<file path="src/rtl/reset_sequencer.sv">
// rtl/reset_sequencer.sv - multi-source reset synchroniser with ordered channel release
// Requests hold every channel in reset; channels then release low-to-high with fixed spacing.
module reset_sequencer #(
  parameter int                     NUM_SOURCES     = 2,
  parameter int                     NUM_CHANNELS    = 4,
  parameter int                     SYNC_STAGES     = 2,
  parameter logic [NUM_SOURCES-1:0] IN_POLARITY     = '0,
  parameter logic                   OUTPUT_POLARITY = 1'b1,
  parameter int                     MIN_ASSERT      = 8,
  parameter int                     RELEASE_DELAY   = 4
) (
  input  logic                    clk,
  input  logic                    reset_n_i,
  input  logic [NUM_SOURCES-1:0]  async_reset_i,
  input  logic                    soft_reset_i,
  output logic [NUM_CHANNELS-1:0] sync_reset_o,
  output logic                    all_released_o
);

  localparam int CNT_MAX = (MIN_ASSERT > RELEASE_DELAY) ? MIN_ASSERT : RELEASE_DELAY;
  localparam int CW      = $clog2(CNT_MAX + 1);
  localparam int IW      = (NUM_CHANNELS > 1) ? $clog2(NUM_CHANNELS) : 1;

  typedef enum logic [1:0] {HOLD, RELEASE, RUN} state_t;

  logic [NUM_SOURCES-1:0]  sync_q [SYNC_STAGES];
  logic [NUM_SOURCES-1:0]  src_act;
  logic                    req;

  state_t                  state_q, state_d;
  logic [CW-1:0]           cnt_q, cnt_d;
  logic [IW-1:0]           idx_q, idx_d;
  // bit k set means channel k has been released
  logic [NUM_CHANNELS-1:0] rel_q, rel_d;

  assign src_act = ~(sync_q[SYNC_STAGES-1] ^ IN_POLARITY);
  assign req     = (|src_act) | soft_reset_i;

  always_ff @(posedge clk) begin
    if (!reset_n_i) begin
      for (int s = 0; s < SYNC_STAGES; s++) sync_q[s] <= ~IN_POLARITY;
      state_q <= HOLD;
      cnt_q   <= '0;
      idx_q   <= '0;
      rel_q   <= '0;
    end else begin
      sync_q[0] <= async_reset_i;
      for (int s = 1; s < SYNC_STAGES; s++) sync_q[s] <= sync_q[s-1];
      state_q <= state_d;
      cnt_q   <= cnt_d;
      idx_q   <= idx_d;
      rel_q   <= rel_d;
    end
  end

  always_comb begin
    state_d = state_q;
    cnt_d   = cnt_q;
    idx_d   = idx_q;
    rel_d   = rel_q;
    // a request overrides any count or release due on the same edge
    if (req) begin
      state_d = HOLD;
      cnt_d   = '0;
      idx_d   = '0;
      rel_d   = '0;
    end else begin
      case (state_q)
        HOLD: begin
          if (cnt_q == CW'(MIN_ASSERT - 1)) begin
            rel_d   = NUM_CHANNELS'(1);
            cnt_d   = '0;
            idx_d   = '0;
            state_d = (NUM_CHANNELS == 1) ? RUN : RELEASE;
          end else begin
            cnt_d = cnt_q + CW'(1);
          end
        end
        RELEASE: begin
          if (cnt_q == CW'(RELEASE_DELAY - 1)) begin
            rel_d = NUM_CHANNELS'({rel_q, 1'b1});
            idx_d = idx_q + IW'(1);
            cnt_d = '0;
            if (int'(idx_q) + 1 == NUM_CHANNELS - 1) state_d = RUN;
          end else begin
            cnt_d = cnt_q + CW'(1);
          end
        end
        RUN: ;
        default: state_d = HOLD;
      endcase
    end
  end

  assign sync_reset_o   = {NUM_CHANNELS{OUTPUT_POLARITY}} ^ rel_q;
  assign all_released_o = (state_q == RUN);

endmodule

</file>
<file path="config.mk">
export PLATFORM = sky130hd
export DESIGN_NAME = reset_sequencer
export DESIGN_NICKNAME = d
export VERILOG_FILES = /design/src/rtl/reset_sequencer.sv
export SDC_FILE = /design/constraint.sdc
export NUM_CORES = 1
export LEC_CHECK = 0
export CORE_UTILIZATION = 40
export CTS_CLUSTER_DIAMETER = 200
export DETAILED_ROUTE_END_ITERATION = 16
export GPL_TIMING_DRIVEN = 1
export HOLD_SLACK_MARGIN = 0.1
export PLACE_DENSITY = 0.67
export SLEW_MARGIN = 20
export SYNTH_ARGS = -nofsm -noshare
export SYNTH_HDL_FRONTEND = slang
export SYNTH_SLANG_ARGS = --single-unit
export TNS_END_PERCENT = 10
</file>
<file path="constraint.sdc">
create_clock -name clk -period 3.5 [get_ports clk]
set_input_delay 0.7 -clock clk [delete_from_list [all_inputs] [get_ports clk]]
set_output_delay 0.7 -clock clk [all_outputs]
set_load 0.1 [all_outputs]
</file>
==> results.sh, run 1 <==
export IMPL_hold_buffers=0
export IMPL_syn_nets=79
export IMPL_critPathMaxStageDelay_ns=1.12
export IMPL_hold_depth=1
export IMPL_grt_pass1_vias=465
export IMPL_clockBufferDepth=2
export IMPL_antenna_found_initial=0
export IMPL_area_growth_pct=17.13
export IMPL_setup_violations=0
export IMPL_nets=89
export IMPL_post_route_cells_drive_above_1_share_pct=8.642
export IMPL_min_delay_start="sync_q[0][0]$_SDFF_PN1_"
export IMPL_max_cap_violations=0
export IMPL_final_instance_count_excl_fill=105
export IMPL_cts_root_buf="clkbuf_4"
export IMPL_first_iter_violations=9
export IMPL_cts_tree="yes"
export IMPL_gp_congestion=0.7793
export IMPL_p_seq_share_pct=58.0
export IMPL_grt_max_degree=15
export IMPL_finalCritPeriodShare_pct=70.99
export IMPL_rsz0062_at_grt="no"
export IMPL_dpl_cell_count=101
export IMPL_synth_top_cell_area_share_pct=44.76
export IMPL_setup_slack_ns=1.016
export IMPL_clock_skew_final_ns=0.005394
export IMPL_critPathSlowestCell="clkdlybuf4s50_1"
export IMPL_cp_required_ns=2.80
export IMPL_slew_violations=0
export IMPL_ys_seq_area_share_pct=44.76
export IMPL_synth_area_leaders="dfxtp_1 45%, nand4b_1 6.1%, mux2i_1 5.6%, nand2b_1 4.4%, ha_1 3.5%"
export IMPL_drt_wirelength_per_cell_um=10.84
export IMPL_netlist_instances=72
export IMPL_cp_max_fo=3
export IMPL_synth_largest_area_cell="dfxtp_1"
export IMPL_wl_met1_um=555
export IMPL_dr_pass1_iters=4
export IMPL_clock_latency_ns=0.29
export IMPL_dieArea_um2=1962
export IMPL_critPathLaunchType="flip-flop"
export IMPL_dr_wl_met2_um=524
export IMPL_clkTransAtPathRegs_ns=0.10
export IMPL_status="finished, final reports clean"
export IMPL_synth_area_per_cell_um2=9.940
export IMPL_powerDensity_nw_per_um2=383.9
export IMPL_final_common_cell="dfxtp_1"
export IMPL_finalSetupTns_ns=0
export IMPL_postCtsSetupBuffers=0
export IMPL_ioPinCount=10
export IMPL_post_route_util_pct=52.59
export IMPL_whs_endpoint="sync_q[0][2]$_SDFF_PN1_"
export IMPL_vias=529
export IMPL_r2r_slack_ns=1.85
export IMPL_die_x_um=44.30
export IMPL_clock_sinks=16
export IMPL_hp_class="flip-flop to flip-flop"
export IMPL_highest_layer="met3"
export IMPL_syn_area_um2=715.7
export IMPL_critPathKind="flip-flop to output port"
export IMPL_drc_errors=0
export IMPL_diodes=0
export IMPL_reg2reg_depth=4
export IMPL_worst_setup_path_end_kind="output port"
export IMPL_r2r_start="cnt_q[0]$_SDFFE_PP0P_"
export IMPL_yosysUniqueCellTypes=28
export IMPL_reg2reg_to="rel_q[1]$_SDFFE_PP0P_"
export IMPL_combPwrFrac_pct=4.1
export IMPL_ir_drop_uv=169.0
export IMPL_routed_wl_um=1138
export IMPL_dp_hpwl_um=816.7
export IMPL_worst_slew_pin_slew_ns=0.9593
export IMPL_relSlewSlack_pct=35.85
export IMPL_layout_min_cycle_time_ns=2.484
export IMPL_grt_pass1_wl_um=2028
export IMPL_pwr_share_clk_pct=37.9
export IMPL_ant_nets=0
export IMPL_ys_ff_latch=16
export IMPL_timing_hold_ws_ns=0.4193
export IMPL_htreeDepth=1
export IMPL_p_leak_nw=0.2795
export IMPL_io_buffers=9
export IMPL_grt_usage_pct=13.99
export IMPL_preCtsSetupSlack_ns=1.331
export IMPL_timing_critical_path_cells="inv_1 -> clkdlybuf4s50_1"
export IMPL_netSwitchingFraction_pct=20.47
export IMPL_cp_arrival_ns=1.78
export IMPL_hold_viol=0
export IMPL_dieHeight_um=44.30
export IMPL_initial_core_util_pct=44.90
export IMPL_yosys_warnings=0
export IMPL_p_int_uw=255.9
export IMPL_switchingPower_uw=65.87
export IMPL_core_um2=1594
export IMPL_viasPerCell=5.038
export IMPL_final_cell_mix="16 x dfxtp_1, 8 x clkdlybuf4s50_1, 6 x inv_1, 6 x nand2_1"
export IMPL_max_freq_mhz=402.5
export IMPL_cts_made_buffers=3
export IMPL_num_rows=14
export IMPL_grt_ovfl_total=0
export IMPL_cts_resized=0
export IMPL_met3WireLength_um=58
-- critical path, delay by kind of cell, from the launching register on --
kind | cells | cell delay, ns
buffers and inverters | 2 | 1.17
flip-flops | 1 | 0.33
-- power groups by stage --
stage | sequential (mW) | combinational (mW) | clock, mW
after floorplan | 0.191 | 0.00735 | 0
after global placement | 0.191 | 0.0133 | 0
after detailed placement | 0.191 | 0.0134 | 0
after CTS | 0.187 | 0.0134 | 0.126
after global routing | 0.187 | 0.0149 | 0.134
final | 0.187 | 0.0132 | 0.122
-- area by class of cell --
class | instances | area [um2]
clock buffers | 4 | 36.28
fillers | 150 | 755.7
inverters | 6 | 22.52
multi-input cells | 46 | 341.6
flip-flops and latches | 16 | 320.3
well taps | 24 | 30.03
repair buffers | 9 | 87.58
-- worst max path at each step --
stage	startpoint	to	slack (ns)	cells past startpoint
final	rel_q[2]$_SDFFE_PP0P_	sync_reset_o[2]	1.02	2
after CTS	rel_q[2]$_SDFFE_PP0P_	sync_reset_o[2]	1.00	2
after detailed placement	rel_q[2]$_SDFFE_PP0P_	sync_reset_o[2]	1.33	2
after global placement	rel_q[0]$_SDFFE_PP0P_	sync_reset_o[0]	1.33	2
after global routing	rel_q[2]$_SDFFE_PP0P_	sync_reset_o[2]	0.96	2
after floorplan	state_q[0]$_SDFFE_PP0P_	all_released_o	1.02	2
-- per-stage QoR --
step,total power [mW],cell area (um2)
6_report,0.3218,838.3
5_1_grt,0.3361,838.3
4_1_cts,0.3259,838.3
3_5_place_dp,0.2043,802.0
3_3_place_gp,0.2041,802.0
2_1_floorplan,0.1979,715.7
-- cell families (layout without fill, tap and decap cells) --
family | count (synthesis) | count (layout) | share of synthesized area (%)
multiplexers | 4 | 4 | 5.595
XOR/XNOR | 2 | 2 | 3.497
buffers and inverters | 10 | 19 | 7.516
AND/OR/NAND/NOR | 29 | 29 | 25.87
flip-flops | 16 | 16 | 44.76
adder cells (fa/ha/maj) | 2 | 2 | 3.496
AO/OA/AOI/OAI | 9 | 9 | 9.265
-- flip-flops by register name, summed over array words and instances, names as in the netlist --
signal,flops
cnt_q,4
rel_q,4
sync_q,4
idx_q,2
state_q,2
-- routing by layer --
metal / GRT usage (%) / vias up
met5: 0 / -
met4: 3.636 / 0
met3: 6.122 / 0
met2: 21.47 / 12
met1: 18.02 / 247
li1: - / 270
-- synth_stat cells --
cell type  number
dfxtp_1        16
inv_1           6
nand2_1         6
nand2b_1        5
nand4b_1        5
mux2i_1         4
nor3b_1         3
a21oi_1         2
buf_6           2
ha_1            2
nand4_1         2
nor3_1          2
o21a_1          2
a211o_1         1
a311o_2         1
a32oi_1         1
and2_1          1
and4b_1         1
buf_2           1
clkbuf_1        1
nand3b_1        1
nor2_1          1
nor2b_1         1
nor4b_1         1
o21ai_0         1
o31ai_1         1
xnor2_1         1
xor2_2          1
No activity file was read; power rests on OpenSTA's default activity.
==> run 2: changes to the inputs <==
Settings changed: PLACE_DENSITY 0.67 to 0.7.
Clock period 3.5 ns to 2.1 ns, I/O delays scaled along.
==> run 2 against run 1 <==
Effect of this change: cell count unchanged; critical path type unchanged; clock skew is 0.0025 ns lower; largest cell class unchanged; non-clock buffer count is the same; setup slack worse by 0.70 ns; critical path depth is the same; sequential cell count did not move; critical endpoint is now all_released_o.
==> results.sh, run 2 (synthesized netlist as in run 1, its figures left out) <==
export IMPL_die_x_um=44.30
export IMPL_grt_pass1_vias=483
export IMPL_cts_resized=0
export IMPL_grt_pass1_wl_um=1987
export IMPL_grt_max_degree=15
export IMPL_critPathLaunchType="flip-flop"
export IMPL_multi_input_area_um2=344.1
export IMPL_p_leak_nw=0.2810
export IMPL_timing_hold_ws_ns=0.4151
export IMPL_crit_end="all_released_o"
export IMPL_reg2reg_to="rel_q[1]$_SDFFE_PP0P_"
export IMPL_dpl_cell_count=101
export IMPL_initial_core_util_pct=44.90
export IMPL_diodes=0
export IMPL_critPathLaunch="state_q[1]$_SDFFE_PP0P_"
export IMPL_gp_congestion=0.7029
export IMPL_final_common_cell="dfxtp_1"
export IMPL_dieArea_um2=1962
export IMPL_ant_nets=0
export IMPL_placed_area_um2=807.0
export IMPL_cts_made_buffers=3
export IMPL_clkTransAtPathRegs_ns=0.10
export IMPL_register_area_um2=320.3
export IMPL_fin_area_um2=843.3
export IMPL_grt_ovfl_total=0
export IMPL_postCtsSetupBuffers=0
export IMPL_cts_tree="yes"
export IMPL_worst_setup_path_end_kind="output port"
export IMPL_io_buffers=9
export IMPL_finalSetupTns_ns=0
export IMPL_dp_hpwl_um=812.5
export IMPL_relSlewSlack_pct=72.52
export IMPL_worst_slew_pin_slew_ns=0.4116
export IMPL_finalCritPeriodShare_pct=85.00
export IMPL_num_rows=14
export IMPL_critPathKind="flip-flop to output port"
export IMPL_ir_drop_uv=404.6
export IMPL_cts_root_buf="clkbuf_4"
export IMPL_nets=89
export IMPL_cp_max_fo=14
export IMPL_max_cap_violations=0
export IMPL_total_power_uw=535.4
export IMPL_dr_pass1_iters=4
export IMPL_cp_required_ns=1.68
export IMPL_hold_viol=0
export IMPL_drt_wirelength_per_cell_um=10.51
export IMPL_clockBufferDepth=2
export IMPL_drc_errors=0
export IMPL_clock_skew_final_ns=0.002921
export IMPL_dieHeight_um=44.30
export IMPL_reg_top3="cnt_q (4), rel_q (4), sync_q (4)"
export IMPL_viasPerCell=4.771
export IMPL_htreeDepth=1
export IMPL_vias=501
export IMPL_antenna_found_initial=0
export IMPL_setup_violations=0
export IMPL_area_growth_pct=17.83
export IMPL_slew_violations=0
export IMPL_r2r_slack_ns=0.51
export IMPL_status="finished, final reports clean"
export IMPL_routed_wl_um=1104
export IMPL_cp_arrival_ns=1.36
export IMPL_final_cell_mix="16 x dfxtp_1, 6 x inv_1, 6 x nand2_1"
export IMPL_hold_buffers=0
export IMPL_clock_latency_ns=0.28
export IMPL_max_freq_mhz=560.2
export IMPL_clock_sinks=16
export IMPL_final_instance_count_excl_fill=105
export IMPL_powerDensity_nw_per_um2=634.9
export IMPL_rsz0062_at_grt="no"
export IMPL_core_um2=1594
export IMPL_ioPinCount=10
export IMPL_r2r_start="cnt_q[0]$_SDFFE_PP0P_"
export IMPL_fill_cells=143
export IMPL_layout_min_cycle_time_ns=1.785
export IMPL_first_iter_violations=2
export IMPL_reg2reg_depth=4
export IMPL_hp_class="flip-flop to flip-flop"
export IMPL_post_route_cells_drive_above_1_share_pct=14.81
export IMPL_grt_usage_pct=14.12
-- run 2: changes by cell type in the layout (fill, tap and decap cells not counted), sizes merged --
cell           change
buf                +4
clkdlybuf4s50      -4
-- run 2: final cells by class --
| cell class | instances | share of cell area [%] |
|---|---|---|
| multi-input combinational | 46 | 40.80 |
| sequential | 16 | 37.98 |
| timing repair buffer | 9 | 10.68 |
| clock buffer | 4 | 4.303 |
| tap | 24 | 3.561 |
| inverter | 6 | 2.671 |
-- run 2: worst min-delay path by stage --
| stage | start | to | slack (ns) | cells past startpoint |
|---|---|---|---|---|
| 2_1_floorplan | sync_q[0][0]$_SDFF_PN1_ | sync_q[0][2]$_SDFF_PN1_ | 0.39 | 1 |
| 3_3_place_gp | sync_q[0][1]$_SDFF_PN1_ | sync_q[0][3]$_SDFF_PN1_ | 0.40 | 1 |
| 3_5_place_dp | sync_q[0][1]$_SDFF_PN1_ | sync_q[0][3]$_SDFF_PN1_ | 0.39 | 1 |
| 4_1_cts | sync_q[0][0]$_SDFF_PN1_ | sync_q[0][2]$_SDFF_PN1_ | 0.42 | 1 |
| 5_1_grt | sync_q[0][0]$_SDFF_PN1_ | sync_q[0][2]$_SDFF_PN1_ | 0.44 | 1 |
| 6_report | sync_q[0][0]$_SDFF_PN1_ | sync_q[0][2]$_SDFF_PN1_ | 0.42 | 1 |
-- run 2: worst max-delay path, stage by stage, from the launching register on --
cell and delay, ns:
dfxtp_1 0.58, nor2b_2 0.30, buf_12 0.20
-- run 2: metal layers --
layer	vias to the layer above	routed length, um	GRT usage [%]
li1	271	-	-
met2	6	479	20.29
met3	0	36	2.449
met1	224	588	20.20
met5	-	0	0
met4	0	0	7.273
-- run 2: where the power goes --
group | internal [mW] | switching (mW)
clock network | 0.105 | 0.0966
logic | 0.0126 | 0.00968
registers | 0.309 | 0.00271
total | 0.426 | 0.109
-- run 2: stage by stage --
stage	setup slack, ns	util, %
after global routing	0.2466	52.90
after global placement	0.3389	50.63
after CTS	0.2970	52.90
after detailed placement	0.3041	50.63
after floorplan	0.4410	-
final	0.3150	52.90
==> run 3: changes to the inputs <==
Clock period 2.1 ns to 1.5 ns, I/O delays scaled along.
==> run 3 against run 2 <==
Effect of this change: total power is 42% higher; combinational power is 60% higher; clock skew is 0.0019 ns higher; sequential share of layout area is 4.1 points lower; sequential power is 40% higher; cell count is 5.7% higher; setup slack worse by 0.25 ns; final area is 13% higher; core utilization is 6.9 points higher; sequential cell count stayed put; largest power group unchanged; highest routed layer unchanged.
==> results.sh, run 3 (synthesized netlist as in run 1, its figures left out) <==
export IMPL_dieArea_um2=1962
export IMPL_cp_required_ns=1.20
export IMPL_critPathKind="flip-flop to output port"
export IMPL_ioPinCount=10
export IMPL_rsz0062_at_grt="no"
export IMPL_ant_nets=0
export IMPL_grt_max_degree=12
export IMPL_max_freq_mhz=697.3
export IMPL_slew_violations=0
export IMPL_hold_viol=0
export IMPL_gp_congestion=0.7516
export IMPL_vias=554
export IMPL_relSlewSlack_pct=81.42
export IMPL_grt_usage_pct=13.46
export IMPL_cp_num_buf_inv=2
export IMPL_combPwrFrac_pct=4.7
export IMPL_max_cap_violations=0
export IMPL_worst_slew_pin_slew_ns=0.2772
export IMPL_antenna_found_initial=0
export IMPL_final_common_cell="dfxtp_1"
export IMPL_drc_errors=0
export IMPL_cts_tree="yes"
export IMPL_grt_pass1_vias=428
export IMPL_finalSetupTns_ns=0
export IMPL_netSwitchingFraction_pct=20.92
export IMPL_cts_made_buffers=3
export IMPL_io_buffers=9
export IMPL_powerDensity_nw_per_um2=797.0
export IMPL_core_um2=1594
export IMPL_nets=95
export IMPL_viasPerCell=4.991
export IMPL_cp_max_fo=9
export IMPL_finalCritPeriodShare_pct=95.60
export IMPL_switchingPower_uw=159.0
export IMPL_clkTransAtPathRegs_ns=0.10
export IMPL_timing_hold_ws_ns=0.4202
export IMPL_diodes=0
export IMPL_hp_class="flip-flop to flip-flop"
export IMPL_initial_core_util_pct=44.90
export IMPL_ir_drop_uv=704.7
export IMPL_die_x_um=44.30
export IMPL_p_seq_share_pct=57.3
export IMPL_clock_sinks=16
export IMPL_critPathLaunchType="flip-flop"
export IMPL_area_growth_pct=33.22
export IMPL_status="finished, final reports clean"
export IMPL_critPathTopFamily="flip-flops"
export IMPL_first_iter_violations=22
export IMPL_worst_setup_path_end_kind="output port"
export IMPL_p_int_uw=600.9
export IMPL_grt_pass1_wl_um=1911
export IMPL_cts_root_buf="clkbuf_4"
export IMPL_dp_hpwl_um=859.1
export IMPL_clock_latency_ns=0.28
export IMPL_clock_skew_final_ns=0.004823
export IMPL_timing_critical_path_cells="buf_4 -> nor2b_4 -> buf_12"
export IMPL_final_cell_mix="14 x dfxtp_1, 6 x inv_1, 6 x nand2_1, 6 x buf_4"
export IMPL_critPathSlowestCell="dfxtp_2"
export IMPL_post_route_cells_drive_above_1_share_pct=25.29
export IMPL_reg_top3="cnt_q (4), rel_q (4), sync_q (4)"
export IMPL_critPathMaxStageDelay_ns=0.35
export IMPL_post_route_util_pct=59.81
export IMPL_setup_violations=0
export IMPL_drt_wirelength_per_cell_um=11.05
export IMPL_htreeDepth=1
export IMPL_clockBufferDepth=2
export IMPL_pwr_share_clk_pct=38.0
export IMPL_num_rows=14
export IMPL_dr_pass1_iters=4
export IMPL_cp_arrival_ns=1.13
export IMPL_p_leak_nw=0.3462
export IMPL_routed_wl_um=1227
export IMPL_dieHeight_um=44.30
export IMPL_grt_ovfl_total=0
export IMPL_layout_min_cycle_time_ns=1.434
[run 3: cell types whose count changed in the layout (fill, tap and decap cells not counted), sizes merged]
cell | before | now
buf | 5 | 11
[run 3: repair_timing]
item	in CTS	in global routing
resized for setup	1	4
setup buffers	0	0
hold buffers	0	0
gates cloned	0	0
setup endpoints to repair	1	4
[run 3: through the flow]
stage / power [mW] / setup WS (ns) / area, um2 / instances
after detailed placement: 0.4810 / 0.01960 / 907.1 / 107
after global placement: 0.4803 / 0.05881 / 907.1 / 107
after global routing: 0.7927 / 0.01536 / 953.4 / 111
after CTS: 0.7669 / 0.02580 / 944.7 / 111
final: 0.7599 / 0.06600 / 953.4 / 111
after floorplan: 0.4617 / 0.1570 / 723.2 / 72
[run 3: path summary, 6_finish.rpt]
| check | slack, ns | cells past startpoint | from | endpoint |
|---|---|---|---|---|
| max | 0.07 | 3 | state_q[0]$_SDFFE_PP0P_ | all_released_o |
| min | 0.42 | 1 | sync_q[0][1]$_SDFF_PN1_ | sync_q[0][3]$_SDFF_PN1_ |
| max reg2reg | 0.18 | 5 | cnt_q[0]$_SDFFE_PP0P_ | state_q[1]$_SDFFE_PP0P_ |
| min reg2reg | 0.42 | 1 | sync_q[0][1]$_SDFF_PN1_ | sync_q[0][3]$_SDFF_PN1_ |
[run 3: per-layer routing]
metal / GRT usage, % / vias up / share of wire (%)
met4: 7.273 / 0 / 0
met1: 20.20 / 258 / 52
met5: 0 / - / 0
met2: 17.06 / 16 / 42
met3: 3.673 / 0 / 5.9
li1: - / 280 / -
[run 3: power by group through the flow]
stage	combinational, mW	clock (mW)	sequential [mW]
after floorplan	0.0171	0	0.445
after global placement	0.0350	0	0.445
after detailed placement	0.0356	0	0.445
after CTS	0.0356	0.296	0.436
after global routing	0.0393	0.317	0.437
final	0.0356	0.289	0.435
[run 3: area by class of cell]
class | instances | area (um2)
repair buffers | 15 | 185.2
clock buffers | 4 | 36.28
flip-flops and latches | 16 | 322.8
fillers | 138 | 640.6
multi-input cells | 46 | 356.6
well taps | 24 | 30.03
inverters | 6 | 22.52
[run 3: worst register-to-register path, cell delays in order (launching register included)]
cell	delay [ns]
dfxtp_1	0.39
ha_1	0.20
buf_4	0.14
nand3b_1	0.09
nor4b_1	0.30
o21a_1	0.14
